`src/rtl/pooling_ctrl_seq.sv`:
```
// Control sequencer for the max-pooling datapath: walks a row-streamed fmap and
// issues one registered ctrl word per accepted element.
module pooling_ctrl_seq #(
    parameter int unsigned CTRL_WIDTH      = 7,
    parameter int unsigned KERNEL_SIZE_W   = 2,
    parameter int unsigned STRIDE_WIDTH    = 2,
    parameter int unsigned ROW_COUNT_WIDTH = 6,
    parameter int unsigned PIPE_DEPTH      = 3
) (
    input  logic                       clk,
    input  logic                       reset,
    input  logic                       start,
    input  logic [KERNEL_SIZE_W-1:0]   cfg_kernel,
    input  logic [STRIDE_WIDTH-1:0]    cfg_stride,
    input  logic [ROW_COUNT_WIDTH-1:0] cfg_in_w,
    input  logic [ROW_COUNT_WIDTH-1:0] cfg_in_h,
    input  logic                       cfg_pad,
    input  logic                       in_valid,
    input  logic                       out_ready,
    output logic                       in_ready,
    output logic [CTRL_WIDTH-1:0]      ctrl,
    output logic                       busy,
    output logic                       done,
    output logic                       cfg_err
);

    localparam int unsigned RW      = ROW_COUNT_WIDTH;
    localparam int unsigned GW      = ROW_COUNT_WIDTH + 1;
    localparam int unsigned DRAIN_W = $clog2(PIPE_DEPTH + 2);

    typedef enum logic [2:0] {
        S_IDLE,
        S_CHECK,
        S_RUN,
        S_DRAIN,
        S_DONE
    } state_t;

    state_t                   state;
    logic [KERNEL_SIZE_W-1:0] k_q;
    logic [STRIDE_WIDTH-1:0]  s_q;
    logic [RW-1:0]            w_q;
    logic [RW-1:0]            h_q;
    logic                     pad_q;
    logic [RW-1:0]            c_q;
    logic [RW-1:0]            r_q;
    logic [KERNEL_SIZE_W-1:0] v_q;
    logic [STRIDE_WIDTH-1:0]  sk_q;
    logic [DRAIN_W-1:0]       drain_q;

    logic                  cfg_bad;
    logic                  hsel;
    logic                  v_last;
    logic                  trail;
    logic                  last_row;
    logic                  last_col;
    logic                  push_b;
    logic                  pv_b;
    logic                  prow_b;
    logic [CTRL_WIDTH-1:0] ctrl_next;

    assign in_ready = (state == S_RUN) && in_valid && out_ready;

    // Window decode for the element currently offered.
    always_comb begin
        cfg_bad  = (k_q < KERNEL_SIZE_W'(2)) || (s_q == '0) ||
                   (RW'(s_q) > RW'(k_q)) || (w_q < RW'(k_q)) || (h_q < RW'(k_q));
        hsel     = (c_q >= (RW'(k_q) - RW'(1))) && (sk_q == '0);
        v_last   = (v_q == (k_q - KERNEL_SIZE_W'(1)));
        // Row belongs to a window group that cannot be completed from H rows.
        trail    = (GW'(r_q) + GW'(k_q) - GW'(v_q)) > GW'(h_q);
        last_row = (r_q == (h_q - RW'(1)));
        last_col = (c_q == (w_q - RW'(1)));
        push_b   = hsel && !v_last;
        pv_b     = hsel && v_last;
        prow_b   = 1'b0;
        if (trail && pad_q && last_row) begin
            push_b = 1'b0;
            pv_b   = hsel;
            prow_b = hsel;
        end
        ctrl_next = CTRL_WIDTH'({prow_b, pv_b, (v_q != '0), (hsel && (v_q != '0)),
                                 push_b, hsel, 1'b1});
        if (trail && !pad_q) begin
            ctrl_next = CTRL_WIDTH'(1);
        end
    end

    always_ff @(posedge clk) begin
        if (reset) begin
            state   <= S_IDLE;
            k_q     <= '0;
            s_q     <= '0;
            w_q     <= '0;
            h_q     <= '0;
            pad_q   <= 1'b0;
            c_q     <= '0;
            r_q     <= '0;
            v_q     <= '0;
            sk_q    <= '0;
            drain_q <= '0;
            ctrl    <= '0;
            busy    <= 1'b0;
            done    <= 1'b0;
            cfg_err <= 1'b0;
        end else begin
            ctrl <= '0;
            done <= 1'b0;
            case (state)
                S_IDLE: begin
                    if (start) begin
                        k_q     <= cfg_kernel;
                        s_q     <= cfg_stride;
                        w_q     <= cfg_in_w;
                        h_q     <= cfg_in_h;
                        pad_q   <= cfg_pad;
                        c_q     <= '0;
                        r_q     <= '0;
                        v_q     <= '0;
                        sk_q    <= '0;
                        drain_q <= '0;
                        cfg_err <= 1'b0;
                        busy    <= 1'b1;
                        state   <= S_CHECK;
                    end
                end
                S_CHECK: begin
                    if (cfg_bad) begin
                        cfg_err <= 1'b1;
                        done    <= 1'b1;
                        state   <= S_DONE;
                    end else begin
                        state <= S_RUN;
                    end
                end
                S_RUN: begin
                    if (in_ready) begin
                        ctrl <= ctrl_next;
                        if (last_col) begin
                            c_q  <= '0;
                            sk_q <= '0;
                            v_q  <= v_last ? '0 : v_q + KERNEL_SIZE_W'(1);
                            if (last_row) begin
                                r_q     <= '0;
                                v_q     <= '0;
                                drain_q <= '0;
                                state   <= S_DRAIN;
                            end else begin
                                r_q <= r_q + RW'(1);
                            end
                        end else begin
                            c_q <= c_q + RW'(1);
                            // Skip counter spaces window ends S columns apart.
                            if (hsel) begin
                                sk_q <= s_q - STRIDE_WIDTH'(1);
                            end else if (sk_q != '0) begin
                                sk_q <= sk_q - STRIDE_WIDTH'(1);
                            end
                        end
                    end
                end
                S_DRAIN: begin
                    // First drain cycle carries the last ctrl word, then PIPE_DEPTH more.
                    if (drain_q == DRAIN_W'(PIPE_DEPTH)) begin
                        done  <= 1'b1;
                        state <= S_DONE;
                    end else begin
                        drain_q <= drain_q + DRAIN_W'(1);
                    end
                end
                S_DONE: begin
                    busy  <= 1'b0;
                    state <= S_IDLE;
                end
                default: begin
                    busy  <= 1'b0;
                    state <= S_IDLE;
                end
            endcase
        end
    end

endmodule

```
`config.mk`:
```
export PLATFORM = sky130hd
export DESIGN_NAME = pooling_ctrl_seq
export DESIGN_NICKNAME = d
export VERILOG_FILES = /design/src/rtl/pooling_ctrl_seq.sv
export SDC_FILE = /design/constraint.sdc
export NUM_CORES = 1
export LEC_CHECK = 0
export CORE_MARGIN = 3
export CORE_UTILIZATION = 58
export DETAILED_ROUTE_END_ITERATION = 10
export PLACE_DENSITY = 0.82
export REMOVE_ABC_BUFFERS = 1
export SLEW_MARGIN = 5
export SYNTH_ARGS = -nofsm -noshare
export SYNTH_HDL_FRONTEND = slang
export SYNTH_SLANG_ARGS = --single-unit
```
`constraint.sdc`:
```
create_clock -name clk -period 5.2 [get_ports clk]
set_clock_uncertainty 0.15 [all_clocks]
set_input_delay 1.04 -clock clk [delete_from_list [all_inputs] [get_ports clk]]
set_output_delay 1.04 -clock clk [all_outputs]
set_load 0.01 [all_outputs]
```
Yosys cells after proc, flatten, opt, wreduce, memory -nomap -nowiden

Index checks and enable logic that the tools add are counted.

Logic and storage cells: 132
Input bits: 22
Register bits: 49
Output and inout port bits: 11

Mux-type cells: 41
Equal/unequal tests: 15
Reduce and logical (&&, ||, !) cells: 36
Bitwise operators: 4
Add/subtract/negate cells: 12
$lt $le $gt $ge: 6

Operators by type and width:

| kind                | count |
|---|---|
| $mux 6              | 6 |
| $mux 3              | 11 |
| $pmux 6 s2          | 2 |
| $mux 2              | 9 |
| $ne 2x2->1 const B  | 7 |
| $add 6x1->6 const B | 2 |
| $eq 6x6->1          | 2 |
| $lt 6x2->1          | 2 |
| $pmux 3 s4          | 1 |
| $sub 6x1->6 const B | 2 |
| $reduce_or 5->1     | 2 |
| $eq 3x2->1 const B  | 3 |
| $logic_and 1x1->1   | 9 |
| $pmux 3 s3          | 1 |
| $pmux 2 s2          | 2 |
| $reduce_and 4->1    | 2 |
| $reduce_bool 2->1   | 4 |
| $add 6x2->7         | 1 |
| $gt 7x6->1          | 1 |
| $sub 7x2->7         | 1 |
| $ge 6x6->1          | 1 |
| $mux 1              | 6 |
| $pmux 1 s2          | 3 |
| $reduce_and 3->1    | 2 |
| other kinds (20)    | 32 |

Longest topological paths before layout

Gate-level depths: netlist of run 1.

Depth in word-level cells: 7
Gate-level depth with buffers: 16

Least setup slack after synthesis of run 1

Ideal clock, no wire load.

Kind: register -> register
Start point: register k_q[1]
End point: register ctrl[3]
Setup slack: 1.701 ns
Arrival: 3.235 ns
Cell stages (with the launch flop): 17
Path buffers: 0
Library setup time: 0.114 ns
Required time: 4.936 ns
Path through: dfxtp_1 -> inv_1 -> fa_1 -> inv_1 -> ha_1 -> a21o_1 -> a21oi_1 -> nor2b_1 -> o21ai_0 -> nand2_1 -> xor2_1 -> ha_1 -> nand3_1 -> o21bai_1 -> a21oi_1 -> or2_2 -> a2111oi_0

Word-level cells in the longest chain between the ends: 5
Elaborated cells between the ends (all ways): 9

RTL lines:

| element                          | line | text |
|---|---|---|
| from (decl)                      | 40   | `logic [KERNEL_SIZE_W-1:0] k_q;` |
| from (signal assigned)           | 112  | `k_q <= cfg_kernel;` |
| $add 6x2->7                      | 71   | `trail = (GW'(r_q) + GW'(k_q) - GW'(v_q)) > GW'(h_q);` |
| $sub 7x2->7                      | 71   |  |
| $gt 7x6->1                       | 71   |  |
| $logic_and 1x1->1                | 84   | `if (trail && !pad_q) begin` |
| $reduce_or 4->1 (no source line) | --   |  |
| to (signal assigned)             | 138  | `ctrl <= ctrl_next;` |
| to (decl)                        | 21   | `output logic [CTRL_WIDTH-1:0] ctrl,` |

Several ways; a longest one is shown, not always the timed one.
A chain may end at the register's enable or synchronous reset.

Worst setup path after layout of run 1

Ends and elaborated chain as after synthesis.

==> results of run 1 <==
## path summary, 6_finish.rpt
| kind | slack, ps | start | endpoint |
|---|---|---|---|
| worst max-delay path | 1350 | k_q[1] | ctrl[3] |
| worst min-delay path | 310 | cfg_err | cfg_err |
| worst max register to register | 1350 | k_q[1] | ctrl[3] |
| worst min register to register | 310 | cfg_err | cfg_err |
## per-layer routing
layer  up-vias  GRT usage, %  part of all wire, %
met5         -             0                    0
met4         0          5.94                  1.4
met3         9          2.87                  3.4
met2        67          38.5                   49
met1      1245          29.4                   46
li1       1363             -                    -
## Yosys cell counts, types with 7 or more instances
cell type and instances:
nor2_1 26, nand3_1 12, nor3_1 7, xnor2_1 15
nand4_1 8, o21ai_0 9, xor2_1 11, inv_1 33
ha_1 33, dfxtp_1 49, a21oi_1 31, nand2_1 57
## sequential cells by signal, summed over array words and instances, names as in the netlist
signal,count
state,3
cfg_err,1
done,1
r_q,6
sk_q,2
v_q,2
pad_q,1
h_q,6
drain_q,3
ctrl,7
w_q,6
s_q,2
busy,1
k_q,2
c_q,6
## final cells by class
| class | instances | area share [%] |
|---|---|---|
| sequential | 49 | 27.5 |
| clock buffer | 5 | 1.93 |
| inverter | 33 | 3.47 |
| clock inverter | 3 | 1.30 |
| multi-input combinational | 282 | 53.8 |
| tap | 67 | 2.35 |
| timing repair buffer | 35 | 9.61 |
## kinds of logic after synthesis
family,synth area share (%)
adders and majority gates,14.8
DFF,32.1
buffers and inverters,5.16
AOI/OAI and AO/OA,18.2
xor gates and xnor gates,7.45
muxes,0.327
and+or+nand+nor,22.0
## worst reg2reg max path, cell delays in order (launching register included)
cell and delay, ps:
dfxtp_1 370, inv_1 130, fa_1 540, inv_1 60, ha_1 290, a21o_1 160
a21oi_1 240, nor2b_1 70, o21ai_0 140, nand2_1 90, xor2_1 140, ha_1 290
nand3_1 110, o21bai_1 110, a21oi_1 80, or2_2 320, a2111oi_0 440
## report_power, final
part | total, mW | leakage, nW | switching (mW) | internal (mW)
logic | 0.180 | 0.952 | 0.0958 | 0.0843
clock network | 0.277 | 0.0543 | 0.133 | 0.144
registers | 0.406 | 0.398 | 0.0180 | 0.388
total | 0.863 | 1.40 | 0.247 | 0.616
## per-stage QoR
stage | hold WS, ps | instance area (um^2) | std cells | setup slack (ps)
floorplan | 294 | 3020 | 364 | 1700
global placement | 289 | 3450 | 466 | 1550
detailed placement | 303 | 3450 | 466 | 1360
CTS | 316 | 3570 | 474 | 1340
global route | 344 | 3570 | 474 | 1070
finish | 310 | 3570 | 474 | 1350
==> flow_summary.json, run 1 <==
{
  "syn_area_mm2": 0.00306,
  "cts_buffers": 5,
  "wl_per_cell_um": 14.1,
  "portBuffers": 32,
  "ys_top_cells_by_area": "dfxtp_1 32%, ha_1 14%, nand2_1 7.0%",
  "async_flop_share_pct": 0,
  "yosys.area.top_type": "dfxtp_1",
  "mostFrequentLayoutCell": "nand2_1",
  "die_x_um": 78.6,
  "mostFrequentLayoutCells": "57 x nand2_1, 49 x dfxtp_1, 33 x inv_1, 33 x ha_1, 32 x clkdlybuf4s50_1",
  "antenna_cells": 0,
  "worstPathCellList": "inv_1 -> fa_1 -> inv_1 -> ha_1 -> a21o_1 -> a21oi_1 -> nor2b_1 -> o21ai_0 -> nand2_1 -> xor2_1 -> ha_1 -> nand3_1 -> o21bai_1 -> a21oi_1 -> or2_2 -> a2111oi_0",
  "ios": 33,
  "ir_worst_vdd_v": 0.000155,
  "crit_family": "compound AO/OA/AOI/OAI gates",
  "tightest_slew_ps": 641,
  "path_buf_inv": 2,
  "setup_viol": 0,
  "antenna_found_initial": 0,
  "drive_above_1_share_pct": 4.91,
  "dp_hpwl_mm": 5.02,
  "yosys_warnings": 0,
  "power.total_mw": 0.863,
  "cts_tree": "done",
  "nets": 463,
  "synth_edf_count": 0,
  "start_kind": "flip-flop",
  "layout_min_cycle_time_ps": 3850,
  "synthFlopType": "dfxtp_1",
  "ant_nets": 0,
  "detail_route.wirelength_mm": 6.68,
  "maxCapViolCount": 0,
  "grt_overflow": 0,
  "synth_top_area_share_pct": 32.1,
  "relSlewSlack_pct": 57.2,
  "cp.required_ps": 5230,
  "ys_seq_elements": 49,
  "root_buffer": "clkbuf_8",
  "tns_ps": 0,
  "ctsHoldBuffers": 0,
  "path_clk_slew_ps": 100,
  "cts_setup_buffers": 0,
  "grt_usage_pct": 22.4,
  "clkSinkCount": 49,
  "clk_latency_ps": 300,
  "fin_crit_sh_pct": 74.0,
  "drtPass1Iterations": 4,
  "grt_max_degree": 31,
  "hold_viol": 0,
  "cp.arrival_ps": 3880,
  "seq_area_frac_synth_pct": 32.1,
  "drc": 0,
  "die_height_um": 78.6,
  "cts_resized": 0,
  "cp.depth": 16,
  "fillers": 413,
  "cp-end-kind": "flip-flop",
  "fin_util_pct": 72.6,
  "avgSynthCellArea_um2": 8.22,
  "dr.first_iter.drc_count": 120,
  "cpPeakStageDelay_ps": 540,
  "grt_setup_unrepaired": "no",
  "core_mm2": 0.00491,
  "clock_path_buffers": 2,
  "rr_worst_depth": 16,
  "whs_path_depth": 2,
  "crit_slowest_cell": "fa_1",
  "max_freq_ghz": 0.260,
  "vias_per_cell": 5.66,
  "hold_path_class": "reg2reg",
  "grt_pass1_vias": 2465,
  "dieArea_mm2": 0.00618,
  "register_area_um2": 981,
  "start_util_pct": 62.3,
  "grt_first_pass_wirelength_mm": 11.2,
  "p_leak_nw": 1.40,
  "synthCells": 372,
  "crit_type": "reg2reg",
  "num_rows": 25,
  "vias": 2684,
  "synth_cell_type_count": 52,
  "multi_input_area_mm2": 0.00192,
  "cp_max_fo": 5,
  "place.gp.congestion": 0.837,
  "maxSlewViolCount": 0,
  "htreeDepth": 2,
  "power_density_mw_per_mm2": 242,
  "syn2layout_area_growth_pct": 16.6,
  "outcome": "complete, no violations"
}
(Power assumes the default switching activity.)
==> run 2, diff against run 1 <==
Settings changed: CORE_UTILIZATION 58 to 51, PLACE_DENSITY 0.82 to 0.76.
Clock period 5.2 ns to 3.5 ns, I/O delays scaled along.
==> run 2 against run 1 <==
Via count is 0.41% higher. Combinational power grew 79%. Non-clock buffer count increased by 9. Largest cell class unchanged. Clock power is 53% higher. Utilization decreased by 6.6 points. First-iteration DRC count up 26%. Routed wire length rose by 5.6%. Critical path depth increased by 1. Register-to-register slack worse by 1300 ps. Maximum frequency increased by 13%. Die area up 13%. Sequential share of layout area fell by 1.1 points.
==> flow_summary.json, run 2 (same netlist as run 1, synthesis figures left out) <==
{
  "htreeDepth": 2,
  "setup_viol": 0,
  "dp_hpwl_mm": 5.47,
  "num_rows": 27,
  "place.gp.congestion": 0.807,
  "cts_setup_buffers": 0,
  "largest_register_ffs": 7,
  "hold_path_class": "reg2reg",
  "timing.final.ws_setup_ps": 79.7,
  "start_kind": "flip-flop",
  "drc": 0,
  "detail_route.wirelength_mm": 7.06,
  "fin_crit_sh_pct": 97.7,
  "layout_min_cycle_time_ps": 3420,
  "portBuffers": 32,
  "maxCapViolCount": 0,
  "dr.first_iter.drc_count": 151,
  "cp.required_ps": 3570,
  "ir_worst_vdd_v": 0.000274,
  "ios": 33,
  "antenna_found_initial": 0,
  "ant_nets": 0,
  "core_mm2": 0.00564,
  "power_density_mw_per_mm2": 362,
  "clk_latency_ps": 300,
  "grt_usage_pct": 21.2,
  "die_height_um": 83.4,
  "tightest_slew_ps": 595,
  "drive_above_1_share_pct": 11.1,
  "crit_type": "reg2reg",
  "grt_first_pass_wirelength_mm": 12.4,
  "max_freq_ghz": 0.292,
  "relSlewSlack_pct": 60.1,
  "power.total_mw": 1.35,
  "grt_overflow": 0,
  "outcome": "complete, no violations",
  "cts_tree": "done",
  "clkSinkCount": 49,
  "largest-register": "ctrl",
  "cp.arrival_ps": 3490,
  "antenna_cells": 0,
  "cp_max_fo": 3,
  "path_clk_slew_ps": 90,
  "pre_cts_slack_ps": -131,
  "drtPass1Iterations": 4,
  "vias": 2695,
  "wl_per_cell_um": 14.5,
  "grt_max_degree": 30,
  "cts_buffers": 5,
  "grt_setup_unrepaired": "yes",
  "p_leak_nw": 1.47,
  "dieArea_mm2": 0.00696,
  "root_buffer": "clkbuf_8",
  "maxSlewViolCount": 0,
  "nets": 472,
  "start_util_pct": 54.2,
  "hold_viol": 0,
  "vias_per_cell": 5.52,
  "clock_path_buffers": 2,
  "grt_pass1_vias": 2700,
  "syn2layout_area_growth_pct": 21.8,
  "mostFrequentLayoutCell": "nand2_1",
  "die_x_um": 83.4,
  "cp-end-kind": "flip-flop",
  "mostFrequentLayoutCells": "57 x nand2_1, 46 x dfxtp_1, 32 x ha_1, 32 x clkdlybuf4s50_1, 30 x inv_1"
}
-- run 2: cell types whose count changed in the layout (fill, tap and decap cells not counted), moves of 3 or more --
| cell | before | now |
|---|---|---|
| a21oi_1 | 31 | 27 |
| a21oi_2 | 0 | 4 |
| buf_4 | 3 | 11 |
| dfxtp_1 | 49 | 46 |
| dfxtp_2 | 0 | 3 |
| inv_1 | 33 | 30 |
| inv_2 | 0 | 3 |
-- run 2: final timing paths --
path	end	start	cells past startpoint	slack (ps)
worst min register to register	cfg_err	cfg_err	2	320
worst max register to register	ctrl[2]	r_q[1]	17	80
worst max-delay path	ctrl[2]	r_q[1]	17	80
worst min-delay path	cfg_err	cfg_err	2	320
-- run 2: cell type report --
cell class / instances / area (um^2)
multi-input combinational: 282 / 2000
sequential: 49 / 985
tap: 72 / 90.1
fill: 481 / 1920
clock inverter: 1 / 30.0
clock buffer: 7 / 86.3
timing repair buffer: 44 / 414
inverter: 33 / 124
-- run 2: critical path, cell delays in order (launching register included) --
cell and delay, ps:
dfxtp_2 340, inv_2 40, fa_1 540, inv_2 60, ha_4 200, a21o_1 180, a21oi_2 140, nor2b_1 60
o21ai_1 120, nand2_1 70, xor2_1 160, ha_1 340, nand3_2 90, o21bai_4 120, a21oi_2 80, or2_4 270
buf_6 130, a221oi_2 250
-- run 2: power breakdown --
group | internal [mW] | total, mW | switching (mW)
clock network | 0.233 | 0.424 | 0.191
registers | 0.577 | 0.603 | 0.0265
logic | 0.156 | 0.323 | 0.167
-- run 2: what timing repair did --
| action | CTS | global route |
|---|---|---|
| pin swaps | 0 | 17 |
| endpoints found under the setup margin | 4 | 6 |
| gates resized for setup | 8 | 14 |
| hold buffers | 0 | 0 |
| endpoints found under the hold margin | 0 | 0 |
-- run 2: per-stage QoR --
stage	setup TNS [ps]	std cells	hold WS, ps	utilization, %	cell area (um^2)
after global routing	-239	488	349	66.0	3730
final	0	488	323	66.0	3730
after floorplan	0	364	294	-	3020
after CTS	0	488	328	65.2	3680
after detailed placement	-309	480	316	62.6	3530
after global placement	0	480	293	62.6	3530
-- run 2: per-layer routing --
layer / global-route usage [%] / vias to the layer above / share of wire, %
li1: - / 1377 / -
met1: 27.4 / 1261 / 46
met2: 37.2 / 44 / 50
met3: 2.88 / 13 / 2.9
met4: 4.97 / 0 / 1.7
met5: 0 / - / 0
